==> src/rtl/mem_stage_ctrl_if.sv <==
// Execute-stage op handshake, d-cache request/response and writeback bus of the
// memory stage. master = execute stage / d-cache side, slave = mem_stage_ctrl.
interface mem_stage_ctrl_if #(
  parameter int DATA_WIDTH     = 32,
  parameter int REG_ADDR_WIDTH = 5
);
  logic                      i_valid;
  logic                      o_ready;
  logic                      i_is_mem_access;
  logic                      i_mem_write;
  logic [1:0]                i_size;
  logic                      i_sign_ext;
  logic [DATA_WIDTH-1:0]     i_alu_result;
  logic [DATA_WIDTH-1:0]     i_sw_data;
  logic                      i_uses_rw;
  logic [REG_ADDR_WIDTH-1:0] i_rw_addr;
  logic                      o_cache_req;
  logic                      o_cache_write;
  logic [DATA_WIDTH-1:0]     o_cache_addr;
  logic [DATA_WIDTH-1:0]     o_cache_data;
  logic                      i_cache_valid;
  logic [DATA_WIDTH-1:0]     i_cache_data;
  logic                      o_wb_valid;
  logic                      o_wb_uses_rw;
  logic [REG_ADDR_WIDTH-1:0] o_wb_rw_addr;
  logic [DATA_WIDTH-1:0]     o_wb_rw_data;
  logic                      o_misalign;
  logic                      o_timeout;

  modport master (
    output i_valid, i_is_mem_access, i_mem_write, i_size, i_sign_ext,
           i_alu_result, i_sw_data, i_uses_rw, i_rw_addr, i_cache_valid, i_cache_data,
    input  o_ready, o_cache_req, o_cache_write, o_cache_addr, o_cache_data,
           o_wb_valid, o_wb_uses_rw, o_wb_rw_addr, o_wb_rw_data, o_misalign, o_timeout
  );

  modport slave (
    input  i_valid, i_is_mem_access, i_mem_write, i_size, i_sign_ext,
           i_alu_result, i_sw_data, i_uses_rw, i_rw_addr, i_cache_valid, i_cache_data,
    output o_ready, o_cache_req, o_cache_write, o_cache_addr, o_cache_data,
           o_wb_valid, o_wb_uses_rw, o_wb_rw_addr, o_wb_rw_data, o_misalign, o_timeout
  );
endinterface

==> src/rtl/mem_stage_ctrl.sv <==
// Memory stage controller: captures an op, issues one d-cache request per aligned
// load/store, aligns load data and emits a single-cycle writeback (or misalign/timeout).
module mem_stage_ctrl #(
  parameter int DATA_WIDTH     = 32,
  parameter int REG_ADDR_WIDTH = 5,
  parameter int TIMEOUT        = 255
) (
  input  logic            clk,
  input  logic            rst,
  mem_stage_ctrl_if.slave bus
);
  localparam logic [0:0] IDLE = 1'b0;
  localparam logic [0:0] WAIT = 1'b1;
  localparam int         CW   = $clog2(TIMEOUT);

  logic [0:0]                state;
  logic [CW-1:0]             cnt;
  logic                      write_q, sext_q, uses_q;
  logic [1:0]                size_q;
  logic [DATA_WIDTH-1:0]     addr_q, sw_data_q;
  logic [REG_ADDR_WIDTH-1:0] rw_q;
  logic                      wb_valid, wb_uses, misalign, timeout;
  logic [DATA_WIDTH-1:0]     wb_data;

  logic                      accept, misal_in;
  logic [31:0]               lo_word;
  logic [7:0]                byte_v;
  logic [15:0]               half_v;
  logic [DATA_WIDTH-1:0]     load_data;

  assign accept = bus.i_valid && (state == IDLE);
  // size 11 falls into the word case through size[1]
  assign misal_in = (bus.i_size == 2'b01 && bus.i_alu_result[0]) ||
                    (bus.i_size[1] && (bus.i_alu_result[1:0] != 2'b00));

  // Little-endian lane select from the low 32 bits of the returned word
  always_comb begin
    lo_word   = bus.i_cache_data[31:0];
    byte_v    = 8'(lo_word >> {addr_q[1:0], 3'b000});
    half_v    = addr_q[1] ? lo_word[31:16] : lo_word[15:0];
    load_data = bus.i_cache_data;
    case (size_q)
      2'b00:   load_data = {{(DATA_WIDTH-8){sext_q & byte_v[7]}}, byte_v};
      2'b01:   load_data = {{(DATA_WIDTH-16){sext_q & half_v[15]}}, half_v};
      default: load_data = bus.i_cache_data;
    endcase
  end

  always_ff @(posedge clk) begin
    if (rst) begin
      state     <= IDLE;
      cnt       <= '0;
      write_q   <= 1'b0;
      sext_q    <= 1'b0;
      uses_q    <= 1'b0;
      size_q    <= 2'b00;
      addr_q    <= '0;
      sw_data_q <= '0;
      rw_q      <= '0;
      wb_valid  <= 1'b0;
      wb_uses   <= 1'b0;
      misalign  <= 1'b0;
      timeout   <= 1'b0;
      wb_data   <= '0;
    end else begin
      wb_valid <= 1'b0;
      wb_uses  <= 1'b0;
      misalign <= 1'b0;
      timeout  <= 1'b0;
      case (state)
        IDLE: begin
          if (accept) begin
            write_q   <= bus.i_mem_write;
            sext_q    <= bus.i_sign_ext;
            uses_q    <= bus.i_uses_rw;
            size_q    <= bus.i_size;
            addr_q    <= bus.i_alu_result;
            sw_data_q <= bus.i_sw_data;
            rw_q      <= bus.i_rw_addr;
            if (!bus.i_is_mem_access) begin
              wb_valid <= 1'b1;
              wb_uses  <= bus.i_uses_rw && (bus.i_rw_addr != '0);
              wb_data  <= bus.i_alu_result;
            end else if (misal_in) begin
              wb_valid <= 1'b1;
              misalign <= 1'b1;
            end else begin
              state <= WAIT;
              cnt   <= '0;
            end
          end
        end
        default: begin
          // completion beats a coincident terminal timeout count
          if (bus.i_cache_valid) begin
            state    <= IDLE;
            wb_valid <= 1'b1;
            wb_uses  <= !write_q && uses_q && (rw_q != '0);
            wb_data  <= write_q ? '0 : load_data;
          end else if (cnt == CW'(TIMEOUT - 1)) begin
            state    <= IDLE;
            cnt      <= '0;
            wb_valid <= 1'b1;
            timeout  <= 1'b1;
          end else begin
            cnt <= cnt + CW'(1);
          end
        end
      endcase
    end
  end

  assign bus.o_ready       = (state == IDLE);
  assign bus.o_cache_req   = (state == WAIT);
  assign bus.o_cache_write = write_q;
  assign bus.o_cache_addr  = {addr_q[DATA_WIDTH-1:2], 2'b00};
  assign bus.o_cache_data  = sw_data_q;
  assign bus.o_wb_valid    = wb_valid;
  assign bus.o_wb_uses_rw  = wb_uses;
  assign bus.o_wb_rw_addr  = rw_q;
  assign bus.o_wb_rw_data  = wb_data;
  assign bus.o_misalign    = misalign;
  assign bus.o_timeout     = timeout;
endmodule

==> src/flat_wrapper.sv <==
// flat-port wrapper written by rule: the top's interface ports become plain ports
module mem_stage_ctrl_flat 
#(
  parameter int DATA_WIDTH     = 32,
  parameter int REG_ADDR_WIDTH = 5,
  parameter int TIMEOUT        = 255
)
  (clk, rst, bus_i_valid, bus_i_is_mem_access, bus_i_mem_write, bus_i_size, bus_i_sign_ext, bus_i_alu_result, bus_i_sw_data, bus_i_uses_rw, bus_i_rw_addr, bus_i_cache_valid, bus_i_cache_data, bus_o_ready, bus_o_cache_req, bus_o_cache_write, bus_o_cache_addr, bus_o_cache_data, bus_o_wb_valid, bus_o_wb_uses_rw, bus_o_wb_rw_addr, bus_o_wb_rw_data, bus_o_misalign, bus_o_timeout);
  mem_stage_ctrl_if #(.DATA_WIDTH(DATA_WIDTH), .REG_ADDR_WIDTH(REG_ADDR_WIDTH)) bus_i ();
  input  logic clk;
  input  logic rst;
  input wire logic [$bits(bus_i.i_valid)-1:0] bus_i_valid;
  input wire logic [$bits(bus_i.i_is_mem_access)-1:0] bus_i_is_mem_access;
  input wire logic [$bits(bus_i.i_mem_write)-1:0] bus_i_mem_write;
  input wire logic [$bits(bus_i.i_size)-1:0] bus_i_size;
  input wire logic [$bits(bus_i.i_sign_ext)-1:0] bus_i_sign_ext;
  input wire logic [$bits(bus_i.i_alu_result)-1:0] bus_i_alu_result;
  input wire logic [$bits(bus_i.i_sw_data)-1:0] bus_i_sw_data;
  input wire logic [$bits(bus_i.i_uses_rw)-1:0] bus_i_uses_rw;
  input wire logic [$bits(bus_i.i_rw_addr)-1:0] bus_i_rw_addr;
  input wire logic [$bits(bus_i.i_cache_valid)-1:0] bus_i_cache_valid;
  input wire logic [$bits(bus_i.i_cache_data)-1:0] bus_i_cache_data;
  output wire logic [$bits(bus_i.o_ready)-1:0] bus_o_ready;
  output wire logic [$bits(bus_i.o_cache_req)-1:0] bus_o_cache_req;
  output wire logic [$bits(bus_i.o_cache_write)-1:0] bus_o_cache_write;
  output wire logic [$bits(bus_i.o_cache_addr)-1:0] bus_o_cache_addr;
  output wire logic [$bits(bus_i.o_cache_data)-1:0] bus_o_cache_data;
  output wire logic [$bits(bus_i.o_wb_valid)-1:0] bus_o_wb_valid;
  output wire logic [$bits(bus_i.o_wb_uses_rw)-1:0] bus_o_wb_uses_rw;
  output wire logic [$bits(bus_i.o_wb_rw_addr)-1:0] bus_o_wb_rw_addr;
  output wire logic [$bits(bus_i.o_wb_rw_data)-1:0] bus_o_wb_rw_data;
  output wire logic [$bits(bus_i.o_misalign)-1:0] bus_o_misalign;
  output wire logic [$bits(bus_i.o_timeout)-1:0] bus_o_timeout;
  assign bus_i.i_valid = bus_i_valid;
  assign bus_i.i_is_mem_access = bus_i_is_mem_access;
  assign bus_i.i_mem_write = bus_i_mem_write;
  assign bus_i.i_size = bus_i_size;
  assign bus_i.i_sign_ext = bus_i_sign_ext;
  assign bus_i.i_alu_result = bus_i_alu_result;
  assign bus_i.i_sw_data = bus_i_sw_data;
  assign bus_i.i_uses_rw = bus_i_uses_rw;
  assign bus_i.i_rw_addr = bus_i_rw_addr;
  assign bus_i.i_cache_valid = bus_i_cache_valid;
  assign bus_i.i_cache_data = bus_i_cache_data;
  assign bus_o_ready = bus_i.o_ready;
  assign bus_o_cache_req = bus_i.o_cache_req;
  assign bus_o_cache_write = bus_i.o_cache_write;
  assign bus_o_cache_addr = bus_i.o_cache_addr;
  assign bus_o_cache_data = bus_i.o_cache_data;
  assign bus_o_wb_valid = bus_i.o_wb_valid;
  assign bus_o_wb_uses_rw = bus_i.o_wb_uses_rw;
  assign bus_o_wb_rw_addr = bus_i.o_wb_rw_addr;
  assign bus_o_wb_rw_data = bus_i.o_wb_rw_data;
  assign bus_o_misalign = bus_i.o_misalign;
  assign bus_o_timeout = bus_i.o_timeout;
  mem_stage_ctrl #(.DATA_WIDTH(DATA_WIDTH), .REG_ADDR_WIDTH(REG_ADDR_WIDTH), .TIMEOUT(TIMEOUT)) u_core (.clk(clk), .rst(rst), .bus(bus_i));
endmodule
==> config.mk <==
export PLATFORM = sky130hd
export DESIGN_NAME = mem_stage_ctrl_flat
export DESIGN_NICKNAME = d
export VERILOG_FILES = /design/src/rtl/mem_stage_ctrl_if.sv /design/src/rtl/mem_stage_ctrl.sv /design/src/flat_wrapper.sv
export SDC_FILE = /design/constraint.sdc
export NUM_CORES = 1
export LEC_CHECK = 0
export CORE_MARGIN = 2
export CORE_UTILIZATION = 25
export DETAILED_ROUTE_END_ITERATION = 16
export GPL_TIMING_DRIVEN = 0
export MAX_ROUTING_LAYER = met4
export PLACE_DENSITY = 0.59
export SLEW_MARGIN = 10
export SYNTH_ARGS = -nofsm -noshare
export SYNTH_HDL_FRONTEND = slang
export SYNTH_SLANG_ARGS = --single-unit
==> constraint.sdc <==
create_clock -name clk -period 2 [get_ports clk]
set_input_delay 0.4 -clock clk [delete_from_list [all_inputs] [get_ports clk]]
set_output_delay 0.4 -clock clk [all_outputs]
set_load 0.02 [all_outputs]
==> impl_metrics.py <==
metrics = {
    "pwr": {
        "power.density_nw_per_um2": 839,
        "pwr-share-comb_pct": 18.5,
        "pwr-share-seq_pct": 36.3,
        "p_leak_nw": 3.21,
        "pwr-share-clk_pct": 45.2,
        "p_sw_share_pct": 26.3,
        "p_switching_w": 0.00188,
        "vdd_ir_drop_max_v": 0.000551,
        "intPower_w": 0.00528,
    },
    "timing": {
        "skew_ns": 0.00783,
        "fin_setup_tns_ns": 0,
        "finalCriticalPeriod_ns": 1.90,
        "tightest_slew_ns": 0.677,
        "post-route-period-util_pct": 94.8,
        "timing.fmax_ghz": 0.527,
        "drv_slew": 0,
        "rsz0062_at_grt": "no",
        "hold_violations": 0,
        "finalSetupViolations": 0,
        "max_slew_margin_pct": 54.9,
    },
    "floorplanning": {
        "rows": 53,
        "die_x_um": 150,
        "fp.dieH_um": 150,
        "core-area_um2": 21000,
        "start_util_pct": 25.4,
        "ioPinCount": 219,
        "fp.dieArea_um2": 22500,
    },
    "clocking": {
        "clk_latency_ns": 0.41,
        "cts_tree": "yes",
        "clkSinkCount": 119,
        "cts.clk_slew.worst_paths_ns": 0.06,
        "cts_buffer_depth": 2,
        "cts_hold_buf": 0,
        "numCtsBuffers": 17,
        "postCtsSetupBuffers": 0,
        "root_buffer": "clkbuf_16",
        "h-tree-depth": 4,
    },
    "logic_synthesis": {
        "synth_edf_count": 0,
        "synth_commonest_cells": "156 x nand2_1, 125 x a21oi_1, 119 x dfxtp_1",
        "synth_most_common_cell": "nand2_1",
        "ys_ff_latch": 119,
        "synth.top_cell.area_share_pct": 44.7,
        "netlist.top_cell.by_area": "dfxtp_1",
        "synthFlopType": "dfxtp_1",
        "ys_warn_count": 0,
        "synth_area_um2": 5330,
        "async_reset_ff_share_pct": 0,
        "synthCells": 680,
        "synth_area_leaders": "dfxtp_1 45%, a21oi_1 12%, nand2_1 11%",
        "syn_avg_cell_area_um2": 7.84,
        "synth_cell_types": 47,
        "synth_seq_area_share_pct": 44.7,
    },
    "final_layout": {
        "drive_gt1_share_pct": 11.2,
        "final_cell_count_no_fill": 1205,
        "fillCellCount": 2224,
        "multi_input_area_um2": 2510,
        "register_area_um2": 2380,
        "syn2layout_area_growth_pct": 59.9,
        "fin_util_pct": 40.7,
        "final_nets": 1028,
    },
    "grt": {
        "grt_max_degree": 17,
        "antenna_found_initial": 2,
        "grt-ovfl-total": 0,
        "grt_pass1_wl_um": 30400,
        "grt_pass1_vias": 5387,
        "grt_use_total_pct": 18.7,
    },
    "routing": {
        "drtPass1Iterations": 5,
        "drt_wl_total_um": 20300,
        "drc": 0,
        "wire_per_inst_um": 16.8,
        "via_count": 5507,
        "ant_nets": 0,
        "vias_per_cell": 4.57,
        "drt-initial-drc-count": 200,
    },
    "critical_path": {
        "cp_max_fo": 10,
        "path_class": "reg -> out",
        "start_kind": "flip-flop",
        "required_ns": 1.60,
        "endpoint_kind": "output pin",
        "critical_path_arrival_ns": 1.50,
    },
    "place": {
        "dp_hpwl_um": 15400,
        "port_buffers": 215,
        "numPlacedInstances": 1171,
        "gp_congestion": 0.821,
    },
    "outcome": {
        "status": "completed",
    },
    "worst_hold_path": {
        "hold_class": "in -> reg",
    },
    "job": {
        "maxCapViolCount": 0,
    },
}
stage by stage:
step           power (W)  instance area (um^2)  hold WS (ns)  setup WS (ns)
2_1_floorplan    0.00327                  5340         0.437          0.376
3_3_place_gp     0.00396                  7830         0.441         -0.459
3_5_place_dp     0.00396                  7830         0.447         -0.488
4_1_cts          0.00724                  8470         0.454         0.0108
5_1_grt          0.00746                  8530         0.456        0.00656
6_report         0.00716                  8530         0.449          0.103
area by class of cell:
class | count | area share [%]
sequential | 119 | 27.9
buffer | 80 | 5.59
clock buffer | 24 | 5.88
multi-input combinational | 476 | 29.5
clock inverter | 8 | 1.38
tap | 275 | 4.03
inverter | 6 | 0.323
timing repair buffer | 215 | 25.3
antenna | 2 | 0.0587
state kept, by name (all words and copies together), names as in the netlist:
name / count
u_core.addr_q: 32
u_core.bus.o_misalign: 1
u_core.size_q: 2
u_core.bus.o_cache_req: 1
u_core.bus.o_timeout: 1
u_core.bus.o_wb_valid: 1
u_core.bus.o_wb_uses_rw: 1
u_core.sext_q: 1
u_core.bus.o_wb_rw_data: 32
u_core.bus.o_cache_data: 32
u_core.uses_q: 1
u_core.bus.o_cache_write: 1
u_core.cnt: 8
u_core.bus.o_wb_rw_addr: 5
repair_timing:
action	CTS	global route
pin swaps	0	0
setup endpoints to repair	33	76
resized for setup	13	22
power groups by stage:
stage                     registers (W)  clock network [W]  logic [W]
final                           0.00260            0.00324    0.00132
after floorplan                 0.00275                  0   0.000519
after detailed placement        0.00265                  0    0.00131
after global placement          0.00264                  0    0.00131
after global routing            0.00262            0.00342    0.00143
after CTS                       0.00260            0.00331    0.00132
worst paths after layout:
kind,slack [ns],from,cells after the start,end
max reg2reg,0.19,u_core.addr_q[1],6,u_core.bus.o_wb_rw_data[13]
min,0.45,bus_i_is_mem_access,3,u_core.bus.o_misalign
max,0.10,u_core.bus.o_cache_req,4,bus_o_ready
min reg2reg,0.45,u_core.bus.o_cache_data[4],2,u_core.bus.o_cache_data[4]
cell usage in the layout (no fill, tap or decap), drive strengths merged, types with 2 or more instances in the layout:
cell / n
a211oi: 32
dlymetal6s2s: 2
ha: 2
and3: 3
xor2: 5
conb: 2
a22oi: 2
nor2b: 10
a21o: 7
mux2: 9
diode: 2
buf: 42
clkinv: 4
nand2b: 10
nand4: 5
nand3: 3
bufinv: 3
nor3: 4
clkdlybuf4s50: 212
a21oi: 125
nand2: 156
o2111ai: 2
or4: 2
o21ai: 35
clkbuf: 62
inv: 6
dfxtp: 119
nor2: 42
nand3b: 8
routing by layer:
layer / vias up / global-route usage (%) / wire (um)
li1: 2754 / - / -
met1: 2527 / 23.3 / 8960
met2: 200 / 27.9 / 9140
met3: 26 / 6.10 / 1730
met4: 0 / 7.22 / 454
met5: - / - / 0
cell families (layout without fill, tap and decap cells):
| logic type | count (synthesis) | in the layout | share of synthesized area, % |
|---|---|---|---|
| mux | 10 | 10 | 2.16 |
| buf+inv | 86 | 333 | 8.68 |
| simple gates | 247 | 247 | 20.3 |
| other cells | 1 | 4 | 0.0703 |
| fa+ha+maj | 2 | 2 | 0.469 |
| compound gates | 209 | 209 | 22.7 |
| xor+xnor | 6 | 6 | 0.985 |
| flops | 119 | 119 | 44.7 |
critical path, stage by stage, from the launching register on:
cell	delay [ns]
dfxtp_2	0.42
buf_6	0.19
inv_6	0.07
buf_6	0.15
clkdlybuf4s15_2	0.25
(Power assumes the default switching activity.)
